**src/rtl/traffic_pkg.sv**
```systemverilog
// Shared encodings for the junction controller: phase states, lamp patterns
// and the state-to-lamp decode used to build the registered lamp outputs.
package traffic_pkg;

  typedef enum logic [2:0] {
    NS_G  = 3'd0,
    NS_Y  = 3'd1,
    RED1  = 3'd2,
    EW_G  = 3'd3,
    EW_Y  = 3'd4,
    RED2  = 3'd5,
    FLASH = 3'd6
  } state_t;

  localparam logic [2:0] LAMP_R   = 3'b100;
  localparam logic [2:0] LAMP_Y   = 3'b010;
  localparam logic [2:0] LAMP_G   = 3'b001;
  localparam logic [2:0] LAMP_OFF = 3'b000;

  // Returns {ns, ew}; anything not explicitly lit falls back to all-red.
  function automatic logic [5:0] lamps(input state_t s, input logic fl);
    case (s)
      NS_G:    lamps = {LAMP_G, LAMP_R};
      NS_Y:    lamps = {LAMP_Y, LAMP_R};
      EW_G:    lamps = {LAMP_R, LAMP_G};
      EW_Y:    lamps = {LAMP_R, LAMP_Y};
      FLASH:   lamps = fl ? {LAMP_Y, LAMP_Y} : {LAMP_OFF, LAMP_OFF};
      default: lamps = {LAMP_R, LAMP_R};
    endcase
  endfunction

endpackage

```
**src/rtl/sec_strobe.sv**
```systemverilog
// Resynchronises an asynchronous slow square wave and emits a one-clock
// strobe per rising edge; falling edges produce nothing.
module sec_strobe (
  input  logic clk,
  input  logic rst_n,
  input  logic clk_hz,
  output logic sec_pulse
);

  logic s1, s2, s3;

  always_ff @(posedge clk or negedge rst_n) begin
    if (!rst_n) begin
      s1 <= 1'b0;
      s2 <= 1'b0;
      s3 <= 1'b0;
    end else begin
      s1 <= clk_hz;
      s2 <= s1;
      s3 <= s2;
    end
  end

  // s1 is the metastability catcher; edge detect only on settled flops.
  assign sec_pulse = s2 & ~s3;

endmodule

```
**src/rtl/traffic_light_ctrl.sv**
```systemverilog
// Two-road junction sequencer stepped by a seconds strobe, with a
// flashing-yellow night mode and a seconds-remaining display count.
module traffic_light_ctrl
  import traffic_pkg::*;
#(
  parameter int T_GREEN  = 25,
  parameter int T_YELLOW = 3,
  parameter int T_ALLRED = 2,
  parameter int CNT_W    = 7
) (
  input  logic             clk,
  input  logic             rst_n,
  input  logic             clk_hz,
  input  logic             night,
  output logic [2:0]       ns_light,
  output logic [2:0]       ew_light,
  output logic [CNT_W-1:0] sec_left,
  output logic             sec_pulse
);

  localparam logic [CNT_W-1:0] LD_G = CNT_W'(T_GREEN);
  localparam logic [CNT_W-1:0] LD_Y = CNT_W'(T_YELLOW);
  localparam logic [CNT_W-1:0] LD_R = CNT_W'(T_ALLRED);

  state_t           state, state_n;
  logic [CNT_W-1:0] cnt_n;
  logic             flash, flash_n;
  logic [2:0]       ns_n, ew_n;

  sec_strobe u_strobe (
    .clk       (clk),
    .rst_n     (rst_n),
    .clk_hz    (clk_hz),
    .sec_pulse (sec_pulse)
  );

  always_ff @(posedge clk or negedge rst_n) begin
    if (!rst_n) begin
      state    <= RED1;
      sec_left <= LD_R;
      flash    <= 1'b0;
      ns_light <= LAMP_R;
      ew_light <= LAMP_R;
    end else begin
      state    <= state_n;
      sec_left <= cnt_n;
      flash    <= flash_n;
      ns_light <= ns_n;
      ew_light <= ew_n;
    end
  end

  always_comb begin
    state_n = state;
    cnt_n   = sec_left;
    flash_n = flash;
    case (state)
      NS_G, NS_Y, RED1, EW_G, EW_Y, RED2: begin
        if (sec_pulse) begin
          // Night request wins over a phase expiring on the same strobe.
          if (night) begin
            state_n = FLASH;
            cnt_n   = '0;
            flash_n = 1'b1;
          end else if (sec_left > CNT_W'(1)) begin
            cnt_n = sec_left - CNT_W'(1);
          end else begin
            case (state)
              RED1:    begin state_n = NS_G; cnt_n = LD_G; end
              NS_G:    begin state_n = NS_Y; cnt_n = LD_Y; end
              NS_Y:    begin state_n = RED2; cnt_n = LD_R; end
              RED2:    begin state_n = EW_G; cnt_n = LD_G; end
              EW_G:    begin state_n = EW_Y; cnt_n = LD_Y; end
              default: begin state_n = RED1; cnt_n = LD_R; end
            endcase
          end
        end
      end
      FLASH: begin
        if (sec_pulse) begin
          if (night) begin
            flash_n = ~flash;
          end else begin
            state_n = RED2;
            cnt_n   = LD_R;
            flash_n = 1'b0;
          end
        end
      end
      default: begin
        // Corrupted encoding: recover immediately, not waiting for a strobe.
        state_n = RED1;
        cnt_n   = LD_R;
        flash_n = 1'b0;
      end
    endcase
    {ns_n, ew_n} = lamps(state_n, flash_n);
  end

endmodule

```
**config.mk**
```make
export PLATFORM = sky130hd
export DESIGN_NAME = traffic_light_ctrl
export DESIGN_NICKNAME = d
export VERILOG_FILES = /design/src/rtl/traffic_pkg.sv /design/src/rtl/sec_strobe.sv /design/src/rtl/traffic_light_ctrl.sv
export SDC_FILE = /design/constraint.sdc
export NUM_CORES = 1
export LEC_CHECK = 0
export ABC_AREA = 1
export ABC_CLOCK_PERIOD_IN_PS = 1800
export CAP_MARGIN = 0
export CORE_MARGIN = 10
export CORE_UTILIZATION = 52
export DETAILED_ROUTE_END_ITERATION = 10
export GPL_ROUTABILITY_DRIVEN = 0
export GPL_TIMING_DRIVEN = 0
export PLACE_DENSITY = 0.86
export SYNTH_ARGS = -nofsm -noshare
export SYNTH_HDL_FRONTEND = slang
export SYNTH_HIERARCHICAL = 1
export SYNTH_SLANG_ARGS = --single-unit
```
**constraint.sdc**
```tcl
create_clock -name clk -period 1.8 [get_ports clk]
set_input_delay 0.36 -clock clk [delete_from_list [all_inputs] [get_ports clk]]
set_output_delay 0.36 -clock clk [all_outputs]
set_load 0.02 [all_outputs]
```
==> results of run 1 <==
==> final timing paths <==
check | startpoint | end | slack, ns
setup / recovery | sec_left[4]$_DFFE_PN0P_ | sec_left[4] | 0.06
hold / removal | u_strobe/s1$_DFF_PN0_ | u_strobe/s2$_DFF_PN0_ | 0.36
setup reg to reg | sec_left[1]$_DFFE_PN1P_ | ew_light[2]$_DFF_PN1_ | 0.09
hold reg to reg | u_strobe/s1$_DFF_PN0_ | u_strobe/s2$_DFF_PN0_ | 0.36
max in group asynchronous | rst_n | state[0]$_DFF_PN0_ | 0.72
min in group asynchronous | rst_n | sec_left[6]$_DFFE_PN0P_ | 0.54
==> logic make-up (layout without fill, tap and decap cells) <==
kind of cell	Yosys count	in the layout	share of synthesized area
xor+xnor	3	3	0.0228
fa+ha+maj	2	2	0.0217
buf+inv	22	47	0.0715
simple gates	70	70	0.312
compound gates	25	26	0.134
flops	20	20	0.438
==> synth_stat cells, types with 3 or more instances <==
library cell,number
inv_2,5
o21ai_0,3
o21ai_1,4
nand2_2,9
dfstp_2,4
nand2_1,28
nand3_1,7
dfrtp_1,16
inv_1,17
nor2_2,6
nor2_1,13
a21oi_1,10
==> through the flow <==
stage,cell area (µm²),instances
final,1480,196
after global routing,1480,196
after CTS,1390,191
after detailed placement,1360,187
after global placement,1360,187
after floorplan,1150,142
==> timing repair <==
| item | CTS | global route |
|---|---|---|
| cloned | 0 | 1 |
| resized for setup | 4 | 15 |
| pin swaps | 0 | 5 |
| endpoints found under the setup margin | 4 | 15 |
| hold endpoints to repair | 0 | 0 |
| setup buffers | 0 | 4 |
==> state kept, by name (all words and copies together), names as in the netlist <==
| signal | count |
|---|---|
| sec_left | 7 |
| ew_light | 3 |
| ns_light | 3 |
| state | 3 |
| flash | 1 |
| u_strobe/s1 | 1 |
| u_strobe/s2 | 1 |
| u_strobe/s3 | 1 |
==> layer usage <==
metal  vias up  routed length [µm]  part of all wire  global-route usage
li1        506                   -                 -                   -
met1       490                 977              0.38               0.121
met2        36                1370              0.53               0.222
met3         7                 176             0.068              0.0402
met4         0                  51             0.020              0.0538
met5         -                   0                 0                   0
==> power by group <==
group | total [mW] | leakage [nW] | switching (mW) | internal [mW]
Combinational | 1.76 | 0.498 | 1.13 | 0.626
Sequential | 0.772 | 0.249 | 0.139 | 0.633
Clock | 0.259 | 0.0210 | 0.136 | 0.124
==> layout make-up <==
class | instances | area, µm²
fill | 184 | 692
inverter | 22 | 82.6
multi-input combinational | 101 | 613
timing repair buffer | 21 | 205
clock buffer | 4 | 36.3
sequential | 20 | 505
tap | 28 | 35.0
==> impl.org, run 1 <==
** STA
- After layout, the worst setup slack is 0.0590 ns.
- Max-slew violation count :: 0
- Clock Skews :: 0.00160 ns
- Setup violations remaining at the end of the flow were counted as 0.
- At the pin with the least slew margin, the transition time is 0.878 ns.
- For the final routed database, the setup TNS stands at 0 ns.
- Setup repair after global routing could not meet its margin everywhere.
- Across all hold checks on the routed design, the worst slack comes to 0.365 ns.
- Timing would allow up to 0.574 GHz.
- Post-layout minimum cycle time :: 1.74 ns
- Relative slew slack :: 0.413
- Final critical-path share of the clock period :: 0.967
- The count of endpoints failing hold in the final timing report was 0.

** Drt
- Routed vias/inst :: 5.30
- Once detail routing completed, the nets flagged for antenna violations numbered 0.
- Wirelength per Cell :: 13.2 µm
- In the routed design, unresolved DRC markers number 0.
- Summed over all layers, the routed wires come to 2580 µm.
- Drt first pass iters :: 4
- The final route contains 1,039 vias.
- First DRT Iteration DRCs :: 81

** Die
- In this run the count of I/O pins placed on the die edge is 18.
- The floorplan step set the die height to 67.1 µm.
- The floorplan step defined a core boundary enclosing 2170 µm².
- Initial core utilization :: 0.532
- In this run the core area contains 17 standard-cell rows.
- Die W :: 67.1 µm
- The die covers 4510 µm².

** Min path
- HP Class :: flop to flop
- Hold depth :: 0

** Synthesis
- Yosys printed 6 warnings.
- Number of different library cells in the post-synthesis netlist :: 27
- Total of flip-flops plus latches after synthesis :: 20
- Top cells by area, synth :: dfrtp_1 35%, dfstp_2 9.1%, nand2_1 9.1%
- Mean instance size in the synthesized netlist :: 8.13 µm²
- Among all flip-flop cells after synthesis, the most frequent one is dfrtp_1.
- In the synthesized netlist the async set-or-reset flop fraction comes to 1.00.
- Number of enable flip-flop cells after synthesis :: 0
- The mapped netlist covers 1150 µm².
- For this run, the register share of the synthesized area comes to 0.438.
- The number of nets handed over by synthesis was 148.
- Cells after synthesis :: 142
- The biggest area contributor in the post-synthesis netlist is dfrtp_1.
- Area fraction of the dominant cell type after synthesis :: 0.347

** Layout
- Compared with the post-synthesis result, the final layout area differs by 28.0%.
- The repair_antennas step left the layout with diodes totalling 0.
- Of the cells placed in the final design, the portion with a size suffix greater than 1 is 0.298.
- The library cell used most frequently in the layout, excluding fill and tap cells, is nand2_1.
- At the end of the flow the core is filled with cells to 0.681.
- Commonest non-fill, non-tap cells in the layout :: 26 x nand2_1, 16 x dfrtp_1, 15 x inv_1
- Total number of nets in the final design :: 175

** Placed design
- Detailed placement finished with a half-perimeter wire length of 1920 µm.
- Total of buffers placed on input and output ports :: 17
- Pre-CTS WS :: -0.171 ns

** Clock network
- In this run, post-CTS hold repair placed 0 buffers.
- CTS sink count :: 20
- Number of buffers added by the clock tree synthesis step :: 3
- In this run the number of H-tree levels came out at 1.
- Clock-pin slew on the worst setup and hold paths :: 0.11 ns
- The later pin in the worst-skew pair is clocked with a latency of 0.30 ns.
- TritonCTS built the clock tree.
- Cell at the root of the clock tree :: clkbuf_4
- The longest clock path from root to sink contains 2 buffers.

** Setup path
- At the worst endpoint, the required time is 1.44 ns.
- Critical path's slowest cell :: clkdlybuf4s50_1
- The worst setup path is captured at an output port.
- Dominant delay contributor by cell family on the critical path :: buffers and inverters
- Of all nets on the critical path, the largest fanout is 5.
- At the worst endpoint, the arrival time is 1.38 ns.
- The setup path with the least slack is of type flop to output port.
- Nature of the critical path startpoint :: flop
- The number of buffers and inverters on the critical path is 1.
- In this run the number of cells on the critical path is 1.
- Critical Path, Cell by Cell :: clkdlybuf4s50_1
- The number of cells on the worst reg-to-reg path is 13.
- For this run, the slowest stage of the critical path takes 0.64 ns.

** GRT
- The number of antenna violations at the first check in global routing was 0.
- The first global-routing pass estimated 4310 µm of wire.
- Via count of the first global-routing pass :: 1,035
- Largest net degree at the start of global routing :: 21
- Global routing finished with a remaining overflow of 0.
- GRT Resource Usage Total :: 0.121

** Power
- In this run the static leakage power is 0.768 nW.
- Peak supply drop :: 1.18 mV
- Total chip power :: 2.79 mW
- Pwr per Cell Area :: 1890 nW/µm²

** Run
- Max-cap viol count :: 0

** Run status
- The run finished with clean final reports.
Note: power is estimated with default switching activity, not from simulation.
==> run 2: changes to the inputs <==
--- a/config.mk
+++ b/config.mk
@@ -8,7 +8,7 @@
 export ABC_AREA = 1
 export ABC_CLOCK_PERIOD_IN_PS = 1800
 export CAP_MARGIN = 0
-export CORE_MARGIN = 10
+export CORE_MARGIN = 1.5
 export CORE_UTILIZATION = 52
 export DETAILED_ROUTE_END_ITERATION = 10
 export GPL_ROUTABILITY_DRIVEN = 0
==> run 2 against run 1 <==
  * Via count grew 0.77%
  * Worst setup slack worse by 0.012 ns
  * Highest routed layer unchanged
  * Largest cell class unchanged
  * Critical path depth stayed put
==> impl.org, run 2 (synthesized netlist as in run 1, its figures left out) <==
** Run status
- Result of the run :: finished clean

** Clock network
- CTS HTree Levels :: 1
- TritonCTS built the clock tree.
- Hold repair after CTS inserted 0 buffers.
- The root buffer cell chosen for the clock tree is clkbuf_4.
- Clock tree synthesis found a total of 20 sinks.
- Maximum buffer depth of the clock tree :: 2
- Clock-pin slew on the worst setup and hold paths :: 0.10 ns
- Clock tree synthesis inserted a total of 3 buffers.
- For the worst-skew pair, the clock arrives at the later sink with an insertion delay of 0.30 ns.

** Layout
- Final non-filler cell total :: 195
- Of the cells placed in the final design, the portion with a size suffix greater than 1 is 0.298.
- Counting flops per register, the top entry is sec_left.
- Most common cell after layout, fill and taps aside :: nand2_1
- After routing the design area is 1450 µm².
- Leaving out fill and tap cells, the most frequent cells in the layout are 26 x nand2_1, 16 x dfrtp_1, 15 x inv_1.
- Max reg flops :: 7
- At the end of the flow, the number of nets in the layout was 176.
- Number of antenna diodes :: 0
- Filler cells :: 174
- Area Growth Syn to Fin :: 25.9%
- Multi-input gate area :: 591 µm²
- Register area :: 505 µm²

** STA
- Setup repair after global routing could not meet its margin everywhere.
- Setup TNS :: 0 ns
- Final critical-path share of the clock period :: 0.974
- The routed design could run at a clock period as short as 1.75 ns.
- Worst hold-check slack :: 0.363 ns
- Relative slew slack :: 0.409
- # setup viols final :: 0
- Peak clock frequency supported by timing :: 0.571 GHz
- Clock Skews :: 0.00155 ns
- The count of endpoints failing hold in the final timing report was 0.
- The total count of max-transition violations in the final report came to 0.
- At the pin with the least slew margin, the transition time is 0.884 ns.

** GRT
- The first global-routing pass estimated 4000 µm of wire.
- Remaining global-route overflow :: 0
- In the global route stage, overall resource usage came out at 0.215.
- Met3 global-route usage :: 0.0364
- The number of global-route vias before repair came to 961.
- The number of antenna violations at the first check in global routing was 0.
- Entering global routing, the biggest net connects 21 pins.
- Met1 demand-to-capacity share in global routing :: 0.223
- Most Crowded Layer GR :: met2
- For this run, global-route usage on met2 was measured as 0.401.

** Drt
- Total vias in the final route :: 1,047
- Total DRC errors in the routed layout :: 0
- Using the TritonRoute via totals, the vias-per-cell ratio works out to 5.37.
- After detailed routing, the average wire length per cell comes to 13.0 µm.
- Drt first pass iters :: 4
- Total Routed Length :: 2540 µm
- The detailed router finished its first iteration with 22 violations.
- The count of nets left with antenna violations once routing finished came out at 0.

** Die
- Die Height :: 50.1 µm
- The floorplan step set the die width to 50.1 µm.
- Initial core utilization :: 0.571
- Floorplan die area :: 2510 µm²
- Number of placement rows :: 16
- Top-Level Pins :: 18
- Core region area :: 2020 µm²

** Power
- For this design the static power due to leakage is 0.744 nW.
- Total power for the finished layout comes to 2.76 mW.
- VDD sags by at most 1.12 mV.
- Of the total power, registers draw 0.280.
- Switching share of power :: 0.496
- Share of power burned in combinational logic :: 0.646
- Clock network power share :: 0.074
- Int Power :: 1.39 mW
- Power spread over the standard cell area amounts to 1900 nW/µm².
- Power spent charging and discharging nets :: 1.37 mW

** Run
- Across the run, the number of max-cap violations was 0.

** Setup path
- The worst setup path is captured at an output port.
- At the worst endpoint, the required time is 1.44 ns.
- Nature of the critical path startpoint :: flop
- On the critical path, the stage with the largest delay is an instance of clkdlybuf4s50_1.
- For this run, the slowest stage of the critical path takes 0.64 ns.
- Maximum fanout count along the critical path :: 5
- For the worst setup path, the data arrival time is 1.39 ns.
- The kind of cell with the highest combined delay along the critical path is buffers and inverters.
- Across all register-to-register paths, the minimum setup slack is 0.10 ns.
- The setup path with the least slack is of type flop to output port.
- Walking the worst path, the cells encountered are clkdlybuf4s50_1.
- The number of buffers and inverters on the critical path is 1.

** Min path
- In this run the worst hold path is classified as flop to flop.

** Placed design
- Post-Place Cell Area :: 1360 µm²
- The HPWL after detailed placement is 1750 µm.
- Number of cells after detailed placement :: 186
- Total of buffers placed on input and output ports :: 17
==> run 2: per-stage QoR <==
stage	setup WS (ns)	utilization
CTS	0.00457	0.683
global route	-0.00833	0.719
floorplan	0.107	-
finish	0.0474	0.719
global placement	-0.101	0.672
detailed placement	-0.159	0.672
==> run 2: worst paths after layout <==
| path | startpoint | endpoint | depth (start not counted) |
|---|---|---|---|
| hold / removal | u_strobe/s1$_DFF_PN0_ | u_strobe/s2$_DFF_PN0_ | 0 |
| max in group asynchronous | rst_n | sec_left[5]$_DFFE_PN0P_ | 1 |
| min in group asynchronous | rst_n | sec_left[4]$_DFFE_PN0P_ | 1 |
| hold reg to reg | u_strobe/s1$_DFF_PN0_ | u_strobe/s2$_DFF_PN0_ | 0 |
| setup reg to reg | sec_left[1]$_DFFE_PN1P_ | ew_light[2]$_DFF_PN1_ | 13 |
| setup / recovery | sec_left[5]$_DFFE_PN0P_ | sec_left[5] | 1 |
==> run 2: power groups by stage <==
stage	Sequential (mW)	Combinational, mW	Clock (mW)
after floorplan	0.888	1.07	0
after global placement	0.772	1.56	0
after detailed placement	0.781	1.62	0
after CTS	0.776	1.63	0.216
after global routing	0.792	1.97	0.228
final	0.774	1.79	0.205
==> run 2: area by class of cell <==
class	count	share of cell area
sequential	20	0.348
multi-input combinational	100	0.406
clock buffer	3	0.0155
inverter	22	0.0568
timing repair buffer	23	0.151
tap	27	0.0232
==> run 2: repair_timing <==
action,in CTS,in global routing
gates resized for setup,4,12
endpoints found under the setup margin,4,15
pin swaps,0,2
setup buffers,0,6
==> run 2: routing by layer <==
| layer | wire length (µm) | part of all wire |
|---|---|---|
| met1 | 994 | 0.39 |
| met2 | 1360 | 0.54 |
| met3 | 109 | 0.043 |
| met4 | 72 | 0.028 |
| met5 | 0 | 0 |
==> run 3: changes to the inputs <==
--- a/config.mk
+++ b/config.mk
@@ -7,7 +7,7 @@
 export LEC_CHECK = 0
 export ABC_AREA = 1
 export ABC_CLOCK_PERIOD_IN_PS = 1800
-export CAP_MARGIN = 0
+export CAP_MARGIN = 20
 export CORE_MARGIN = 1.5
 export CORE_UTILIZATION = 52
 export DETAILED_ROUTE_END_ITERATION = 10
==> results of run 3 <==
No change in the layout: final DEF, timing and power equal those of run 2.
